--- src/rtl/mem_bus_arbiter.sv ---
// Two-requester round-robin arbiter onto a single-command memory bus.
// One transaction at a time: grant, issue, optional read wait, one-cycle ack.
module mem_bus_arbiter #(
   parameter int AW = 9,
   parameter int DW = 16
) (
   input  logic          clk,
   input  logic          reset_n,
   input  logic          req0_valid,
   input  logic          req0_write,
   input  logic [AW-1:0] req0_addr,
   input  logic [DW-1:0] req0_wdata,
   output logic          req0_ack,
   input  logic          req1_valid,
   input  logic          req1_write,
   input  logic [AW-1:0] req1_addr,
   input  logic [DW-1:0] req1_wdata,
   output logic          req1_ack,
   output logic [DW-1:0] rd_data,
   output logic [1:0]    mem_cmd,
   output logic [AW-1:0] mem_addr,
   output logic [DW-1:0] write_data,
   input  logic [DW-1:0] read_data,
   output logic          busy,
   output logic          grant_id
);

   // state  | meaning
   // IDLE   | bus free, arbitrate any valid requester at the next edge
   // ISSUE  | drive the latched command on the bus for one cycle
   // RDWAIT | bus returns read_data; captured at the exit edge
   // ACK    | one-cycle ack to the granted requester
   typedef enum logic [1:0] {S_IDLE, S_ISSUE, S_RDWAIT, S_ACK} state_t;

   state_t        state_q, state_d;
   logic          wr_q, wr_d;
   logic [AW-1:0] addr_q, addr_d;
   logic [DW-1:0] wdata_q, wdata_d;
   logic [DW-1:0] rd_q, rd_d;
   logic          grant_q, grant_d;
   logic          last_q, last_d;
   logic          sel;

   always_ff @(posedge clk) begin
      if (!reset_n) begin
         state_q <= S_IDLE;
         wr_q    <= 1'b0;
         addr_q  <= '0;
         wdata_q <= '0;
         rd_q    <= '0;
         grant_q <= 1'b0;
         last_q  <= 1'b1;
      end else begin
         state_q <= state_d;
         wr_q    <= wr_d;
         addr_q  <= addr_d;
         wdata_q <= wdata_d;
         rd_q    <= rd_d;
         grant_q <= grant_d;
         last_q  <= last_d;
      end
   end

   always_comb begin
      state_d = state_q;
      wr_d    = wr_q;
      addr_d  = addr_q;
      wdata_d = wdata_q;
      rd_d    = rd_q;
      grant_d = grant_q;
      last_d  = last_q;
      // With both valid, the one that did not win last time gets the bus
      sel     = (req0_valid && req1_valid) ? ~last_q : req1_valid;
      case (state_q)
         S_IDLE: begin
            if (req0_valid || req1_valid) begin
               grant_d = sel;
               last_d  = sel;
               wr_d    = sel ? req1_write : req0_write;
               addr_d  = sel ? req1_addr  : req0_addr;
               wdata_d = sel ? req1_wdata : req0_wdata;
               state_d = S_ISSUE;
            end
         end
         S_ISSUE:  state_d = wr_q ? S_ACK : S_RDWAIT;
         S_RDWAIT: begin
            rd_d    = read_data;
            state_d = S_ACK;
         end
         S_ACK:    state_d = S_IDLE;
         default:  state_d = S_IDLE;
      endcase
   end

   assign mem_cmd    = (state_q == S_ISSUE) ? {1'b0, wr_q} : 2'b10;
   assign mem_addr   = addr_q;
   assign write_data = wdata_q;
   assign rd_data    = rd_q;
   assign busy       = (state_q != S_IDLE);
   assign grant_id   = grant_q;
   assign req0_ack   = (state_q == S_ACK) && !grant_q;
   assign req1_ack   = (state_q == S_ACK) && grant_q;

endmodule

--- config.mk ---
export PLATFORM = sky130hd
export DESIGN_NAME = mem_bus_arbiter
export DESIGN_NICKNAME = d
export VERILOG_FILES = /design/src/rtl/mem_bus_arbiter.sv
export SDC_FILE = /design/constraint.sdc
export NUM_CORES = 1
export LEC_CHECK = 0
export CAP_MARGIN = 30
export CORE_AREA = 2 2 76 78
export CTS_CLUSTER_SIZE = 24
export DETAILED_ROUTE_END_ITERATION = 7
export DIE_AREA = 0 0 78 80
export MAX_ROUTING_LAYER = met4
export PLACE_DENSITY = 0.9
export SLEW_MARGIN = 20
export SYNTH_ARGS = -nofsm -noshare
export SYNTH_HDL_FRONTEND = slang
export SYNTH_SLANG_ARGS = --single-unit
--- constraint.sdc ---
create_clock -name clk -period 2.3 [get_ports clk]
set_clock_uncertainty 0.2 [all_clocks]
set_input_delay 0.46 -clock clk [delete_from_list [all_inputs] [get_ports clk]]
set_output_delay 0.46 -clock clk [all_outputs]
set_load 0.005 [all_outputs]
-- Word-level counts from Yosys, hierarchy flattened
Index checks and enable logic that the tools add are counted.
- add/sub/neg operators: 0
- multiply operators: 0
- div/mod/pow operators: 0
- order comparisons: 0
- equal/unequal tests: 4
- shift-type cells: 0
- multiplexer cells: 8
- bitwise gates (word level): 1
- reduce and logical (&&, ||, !) cells: 8
- operators by type and width (kind ; number):
    $mux W16 ; 1
    $mux W9 ; 1
    $pmux W2 S4 ; 1
    $eq A2 B2 Y1 const B ; 2
    $mux W2 ; 2
    $logic_and A1 B1 Y1 ; 3
    $mux W1 ; 3
    $eq A2 B1 Y1 const B ; 1
    $logic_not A2 Y1 ; 1
    $ne A2 B2 Y1 const B ; 1
    $reduce_and A2 Y1 ; 1
    $reduce_bool A2 Y1 ; 1
    $logic_not A1 Y1 ; 1
    $logic_or A1 B1 Y1 ; 1
    $not A1 Y1 ; 1
- register bits after elaboration: 46
- latch bits: 0
- RAM bits: 0
- ROM bits: 0
- input port bits: 72
- output and inout port bits: 47
- memories: 0

-- Logic depth before layout (Yosys ltp)
Gate-level depths: netlist of run 1.
- depth after elaboration: 3
- depth in mapped cells: 6
- mapped depth without buffers: 5

-- Worst setup path before layout of run 1
OpenSTA, ideal clock, no wires.
- kind: reg-to-reg
- from: reg state_q[0]
- to: reg state_q[1]
- arrival: 1.354 ns
- required time: 2.030 ns
- setup slack: 0.676 ns
- cell stages (with the launch flop): 6
- buffers on the path: 0
- clock period less this slack: 1.624 ns
- path through: dfxtp_1 inv_1 ha_1 inv_2 or4_1 a21boi_1
- cells in the longest elaborated chain, start to end: 2
- elaborated cells between the ends (all ways): 6
- classes of those cells: eq/ne (4); mux (1); reduce/logical (1)
- RTL lines (item ; line ; source):
    from (decl) ; 35 ; state_t state_q, state_d;
    from (signal assigned) ; 54 ; state_q <= state_d;
    $eq A2 B2 Y1 (tied with other cells) ; 74 ; case (state_q)
    $pmux W2 S4 / $ne A2 B2 Y1 (equally long branches) ; n/a ;
Parallel ways exist; a longest one is shown, timed or not.
A chain may end at the register's enable or synchronous reset.

-- Worst setup path in the final report of run 1
- from: reg state_q[0]
- to: out busy
- cells in the longest elaborated chain, start to end: 1
- RTL lines (item ; line ; source):
    $reduce_bool A2 Y1 ; 99 ; assign busy = (state_q != S_IDLE);
    to (decl) ; 24 ; output logic busy,
Every way passes these cells.

==> results of run 1 <==
==> cell usage in the layout, fill, tap and decap left out, types with 2 or more instances in the layout <==
cell type	n
a21oi_1	53
and2_1	2
buf_12	3
buf_4	2
clkbuf_8	5
clkdlybuf4s50_1	118
dfxtp_1	44
dfxtp_2	2
ha_1	3
inv_1	3
mux2i_1	16
nand2_1	26
nor2b_1	18
o21ai_0	25
o21ai_1	3
==> layout make-up <==
| cell class | count | area share |
|---|---|---|
| clock buffers | 6 | 0.0217 |
| clock inverters | 2 | 0.0112 |
| inverters | 4 | 0.00450 |
| multi-input cells | 158 | 0.283 |
| flip-flops and latches | 46 | 0.277 |
| well taps | 72 | 0.0270 |
| repair buffers | 123 | 0.376 |
==> critical path: stages (launching register included) <==
cell             delay, ns
dfxtp_2               0.36
inv_1                 0.07
ha_2                  0.24
inv_2                 0.09
clkdlybuf4s50_1       0.50
==> power groups by stage <==
stage | sequential (mW) | combinational (mW) | clock (mW)
6_report | 1.11 | 1.26 | 0.602
5_1_grt | 1.14 | 1.39 | 0.652
4_1_cts | 1.11 | 1.27 | 0.618
3_5_place_dp | 1.12 | 1.26 | 0
3_3_place_gp | 1.12 | 1.23 | 0
2_1_floorplan | 1.13 | 0.575 | 0
==> through the flow <==
stage	power (mW)	instance area, um2	instances
after floorplan	1.70	1970	225
after global placement	2.35	3220	403
after detailed placement	2.39	3220	403
after CTS	3.00	3340	411
after global routing	3.18	3340	411
final	2.97	3340	411
==> metal layers <==
layer / vias up / wire [um] / track usage
li1: 996 / - / -
met1: 908 / 2370 / 0.208
met2: 93 / 2670 / 0.316
met3: 11 / 485 / 0.0532
met4: 0 / 112 / 0.0754
met5: - / 0 / -
==> sequential cells by signal, summed over array words and instances, names as in the netlist <==
name,cells
wr_q,1
grant_id,1
write_data,16
mem_addr,9
rd_data,16
last_q,1
state_q,2
==> synth_stat cells, drive strengths merged <==
| cell | instances | share of area |
|---|---|---|
| a21oi | 53 | 0.13 |
| dfxtp | 46 | 0.47 |
| o21ai | 29 | 0.076 |
| nand2 | 26 | 0.050 |
| nor2b | 18 | 0.057 |
| mux2i | 16 | 0.081 |
| buf | 10 | 0.032 |
| clkbuf | 7 | 0.013 |
| ha | 4 | 0.025 |
| inv | 4 | 0.0076 |
| a21boi | 3 | 0.017 |
| and2 | 2 | 0.0064 |
| a21bo | 1 | 0.0051 |
| a22oi | 1 | 0.0038 |
| a31oi | 1 | 0.0032 |
| and3 | 1 | 0.0038 |
| o21a | 1 | 0.0076 |
| o31ai | 1 | 0.0038 |
| or4 | 1 | 0.0038 |
==> worst max path at each step <==
| stage | end | cells past startpoint |
|---|---|---|
| finish | busy | 4 |
| CTS | busy | 4 |
| global route | busy | 4 |
| floorplan | state_q[1] | 5 |
| global placement | write_data[15] | 5 |
| detailed placement | mem_addr[1] | 5 |
==> what timing repair did <==
item                                    in CTS  in global routing
hold endpoints to repair                     0                  0
gates resized for setup                      2                  1
endpoints found under the setup margin       1                  1
==> cell families (layout without fill, tap and decap cells) <==
logic type                 count (synthesis)  count (layout)  synth area share
AOI/OAI and AO/OA                         90              90             0.251
and+or+nand+nor                           48              48             0.121
DFF                                       46              46             0.468
buffers and inverters                     21             135            0.0528
muxes                                     16              16            0.0814
adders and majority gates                  4               4            0.0254
==> impl_metrics.py, run 1 <==
metrics = {
    "outcome": {
        "status": "finished clean",
    },
    "worst_setup_path": {
        "worstSetupPathType": "reg -> out",
        "crit_fanout": 7,
        "cp.arrival_ns": 1.56,
        "rrSetupSlack_ns": 0.62,
        "timing.rr.end": "state_q[1]",
        "endpoint_kind": "output pin",
        "start_kind": "flop",
        "r2r_start": "state_q[0]",
        "required_ns": 1.64,
        "r2r_cells": 5,
        "critical_path.startpoint": "state_q[0]",
    },
    "pwr": {
        "peakVddDrop_v": 0.000454,
        "power_frac_seq": 0.374,
        "switching_share": 0.313,
        "comb_power_share": 0.423,
        "power_leakage_nw": 1.26,
        "power_density_nw_per_um2": 891,
        "p_int_mw": 2.04,
        "p_sw_mw": 0.930,
        "clkPwrFrac": 0.202,
    },
    "detailed_routing": {
        "vias": 2008,
        "drc": 0,
        "routed_wl_um": 5630,
        "ant_nets": 0,
        "dr.first_iter.drc_count": 67,
        "via_per_inst": 4.89,
        "drtPass1Iterations": 4,
        "wl_per_cell_um": 13.7,
    },
    "timing": {
        "relSlewSlack": 0.750,
        "setup_viol": 0,
        "post-route-period-util": 0.966,
        "fin_tns_setup_ns": 0,
        "hold_viol": 0,
        "fmax_ghz": 0.450,
        "report.final.slew_viol_count": 0,
        "min_period_ns": 2.22,
        "rsz0062_at_grt": "no",
        "worstMarginPinSlew_ns": 0.375,
        "setup_slack_ns": 0.0793,
        "hold_ws_ns": 0.321,
    },
    "finish": {
        "antenna_cells": 0,
        "nets": 414,
        "fin_util": 0.618,
        "fillers": 478,
        "seqCellArea_um2": 923,
        "final_layout_size_suffix_gt1_frac": 0.0619,
        "multi_input_area_um2": 945,
        "area_delta_synth_final_pct": 69.8,
    },
    "placed_design": {
        "place_ws_ns": 0.143,
        "io_buffers": 118,
        "dp_hpwl_um": 4050,
        "place_congestion": 0.676,
    },
    "global_route": {
        "grt_usage": 0.186,
        "grt_pass1_wl_um": 9110,
        "grt_max_degree": 47,
        "overflow": 0,
        "first_global_vias": 2026,
        "antenna_found_initial": 0,
    },
    "die": {
        "core_um2": 5410,
        "initial_utilization": 0.364,
        "die_y_um": 80,
        "dieArea_um2": 6240,
        "num_rows": 27,
        "pin_count": 119,
        "chipWidth_um": 78,
    },
    "yosys": {
        "synth-seq-area-share": 0.468,
        "ys_types": 25,
        "syn_avg_cell_area_um2": 8.74,
        "syn_inst": 225,
        "ys_warn_count": 0,
        "yosys_register_bits": 46,
        "syn_area_um2": 1970,
        "syn-num-nets": 301,
    },
    "cts": {
        "cts_max_level": 2,
        "clk_path_buf_depth": 2,
        "hold_buffers": 0,
        "cts_buffers": 5,
        "cts_tree": "done",
        "root_buffer": "clkbuf_8",
        "clk_latency_ns": 0.29,
        "cts_setup_buffers": 0,
        "clock-sinks": 46,
        "cts.clk_slew.worst_paths_ns": 0.08,
    },
    "min_path": {
        "hold_end": "rd_data[6]",
        "hold_class": "reg -> reg",
        "worstHoldPathCells": 2,
        "worstHoldStart": "rd_data[6]",
    },
    "flow_run": {
        "drv_cap": 0,
    },
}
Power figures use the tool's default switching activity.
==> run 2: changes to the inputs <==
--- a/config.mk
+++ b/config.mk
@@ -12,6 +12,7 @@
 export DIE_AREA = 0 0 78 80
 export MAX_ROUTING_LAYER = met4
 export PLACE_DENSITY = 0.9
+export SKIP_CTS_REPAIR_TIMING = 1
 export SLEW_MARGIN = 20
 export SYNTH_ARGS = -nofsm -noshare
 export SYNTH_HDL_FRONTEND = slang
==> constraint.sdc (replaced) <==
create_clock -name clk -period 2.35 [get_ports clk]
set_clock_uncertainty 0.2 [all_clocks]
set_input_delay 0.47 -clock clk [delete_from_list [all_inputs] [get_ports clk]]
set_output_delay 0.47 -clock clk [all_outputs]
set_load 0.005 [all_outputs]
==> impl_metrics.py, run 2 (synthesized netlist as in run 1, its figures left out) <==
metrics = {
    "outcome": {
        "status": "finished clean",
    },
    "cts": {
        "clk_path_buf_depth": 2,
        "clk_latency_ns": 0.29,
        "cts_max_level": 2,
        "clock-sinks": 46,
        "cts_tree": "done",
        "cts.clk_slew.worst_paths_ns": 0.08,
        "cts_buffers": 5,
        "root_buffer": "clkbuf_8",
    },
    "detailed_routing": {
        "ant_nets": 0,
        "dr.first_iter.drc_count": 50,
        "drtPass1Iterations": 5,
        "drc": 0,
        "via_per_inst": 4.90,
        "routed_wl_um": 5660,
        "wl_per_cell_um": 13.8,
        "vias": 2014,
    },
    "pwr": {
        "p_total_mw": 2.91,
        "power_density_nw_per_um2": 872,
        "switching_share": 0.313,
        "comb_power_share": 0.426,
        "power_frac_seq": 0.374,
        "power_leakage_nw": 1.26,
        "peakVddDrop_v": 0.000441,
        "p_int_mw": 2.00,
        "p_sw_mw": 0.912,
        "clkPwrFrac": 0.201,
    },
    "die": {
        "initial_utilization": 0.364,
        "dieArea_um2": 6240,
        "num_rows": 27,
        "chipWidth_um": 78,
        "core_um2": 5410,
        "die_y_um": 80,
        "pin_count": 119,
    },
    "finish": {
        "seqCellArea_um2": 921,
        "fillers": 480,
        "nets": 414,
        "finalNonFillerCells": 411,
        "final_layout_size_suffix_gt1_frac": 0.0560,
        "multi_input_area_um2": 945,
        "antenna_cells": 0,
        "finalInstanceArea_um2": 3340,
        "layout_common_cells": "clkdlybuf4s50_1, a21oi_1, dfxtp_1",
        "final_common_cell": "clkdlybuf4s50_1",
        "area_delta_synth_final_pct": 69.7,
    },
    "min_path": {
        "hold_class": "reg -> reg",
    },
    "placed_design": {
        "placed_cells": 403,
        "io_buffers": 118,
        "place_ws_ns": 0.177,
        "dp_hpwl_um": 4070,
        "placed_area_um2": 3220,
        "place_congestion": 0.676,
    },
    "timing": {
        "min_period_ns": 2.29,
        "setup_viol": 0,
        "setup_slack_ns": 0.0560,
        "worstMarginPinSlew_ns": 0.371,
        "relSlewSlack": 0.752,
        "post-route-period-util": 0.976,
        "fmax_ghz": 0.436,
        "hold_ws_ns": 0.324,
        "report.final.slew_viol_count": 0,
        "hold_viol": 0,
    },
    "worst_setup_path": {
        "cp.arrival_ns": 1.62,
        "cpPeakStageDelay_ns": 0.50,
        "start_kind": "flop",
        "cp_top_family": "buffers and inverters",
        "crit_fanout": 7,
        "path_cells": "inv_1 -> ha_2 -> inv_2 -> clkdlybuf4s50_1",
        "critPathBufInv": 3,
        "required_ns": 1.68,
        "worstSetupPathType": "reg -> out",
        "slowest_stage": "clkdlybuf4s50_1",
        "endpoint_kind": "output pin",
    },
    "global_route": {
        "grt_usage": 0.184,
        "overflow": 0,
        "grt_max_degree": 47,
        "first_global_vias": 2029,
        "grt_pass1_wl_um": 8940,
        "antenna_found_initial": 0,
    },
    "flow_run": {
        "drv_cap": 0,
    },
}
## run 2: layout make-up
type,count,share of cell area
clock buffer,6,0.0217
clock inverter,2,0.0112
inverter,4,0.00450
multi-input combinational,158,0.283
sequential,46,0.276
tap,72,0.0270
timing repair buffer,123,0.376
## run 2: tightest hold or removal path, stage by stage, from the launching register on
cell	delay, ns
dfxtp_1	0.32
mux2i_1	0.11
nor2b_1	0.05
## run 2: metal layers
layer / GRT usage / up-vias / wire (um)
met5: - / - / 0
met4: 0.0719 / 0 / 104
met3: 0.0509 / 11 / 475
met2: 0.319 / 97 / 2660
met1: 0.200 / 908 / 2420
li1: - / 998 / -
## run 2: final timing paths
kind | from | endpoint | slack [ns] | cells past startpoint
worst max-delay path | state_q[0] | busy | 0.06 | 4
worst min-delay path | rd_data[3] | rd_data[3] | 0.32 | 2
worst max register to register | state_q[0] | state_q[1] | 0.64 | 5
worst min register to register | rd_data[3] | rd_data[3] | 0.32 | 2
## run 2: through the flow
step	utilization	setup TNS [ns]
after floorplan	-	0
after global placement	0.597	0
after detailed placement	0.597	0
after CTS	0.617	-0.0393
after global routing	0.617	-0.000711
final	0.617	0
## run 2: power by group through the flow
stage	clock network, mW	registers (mW)	logic (mW)
finish	0.585	1.09	1.24
global route	0.633	1.11	1.35
CTS	0.601	1.09	1.25
detailed placement	0	1.10	1.24
global placement	0	1.09	1.21
floorplan	0	1.10	0.563
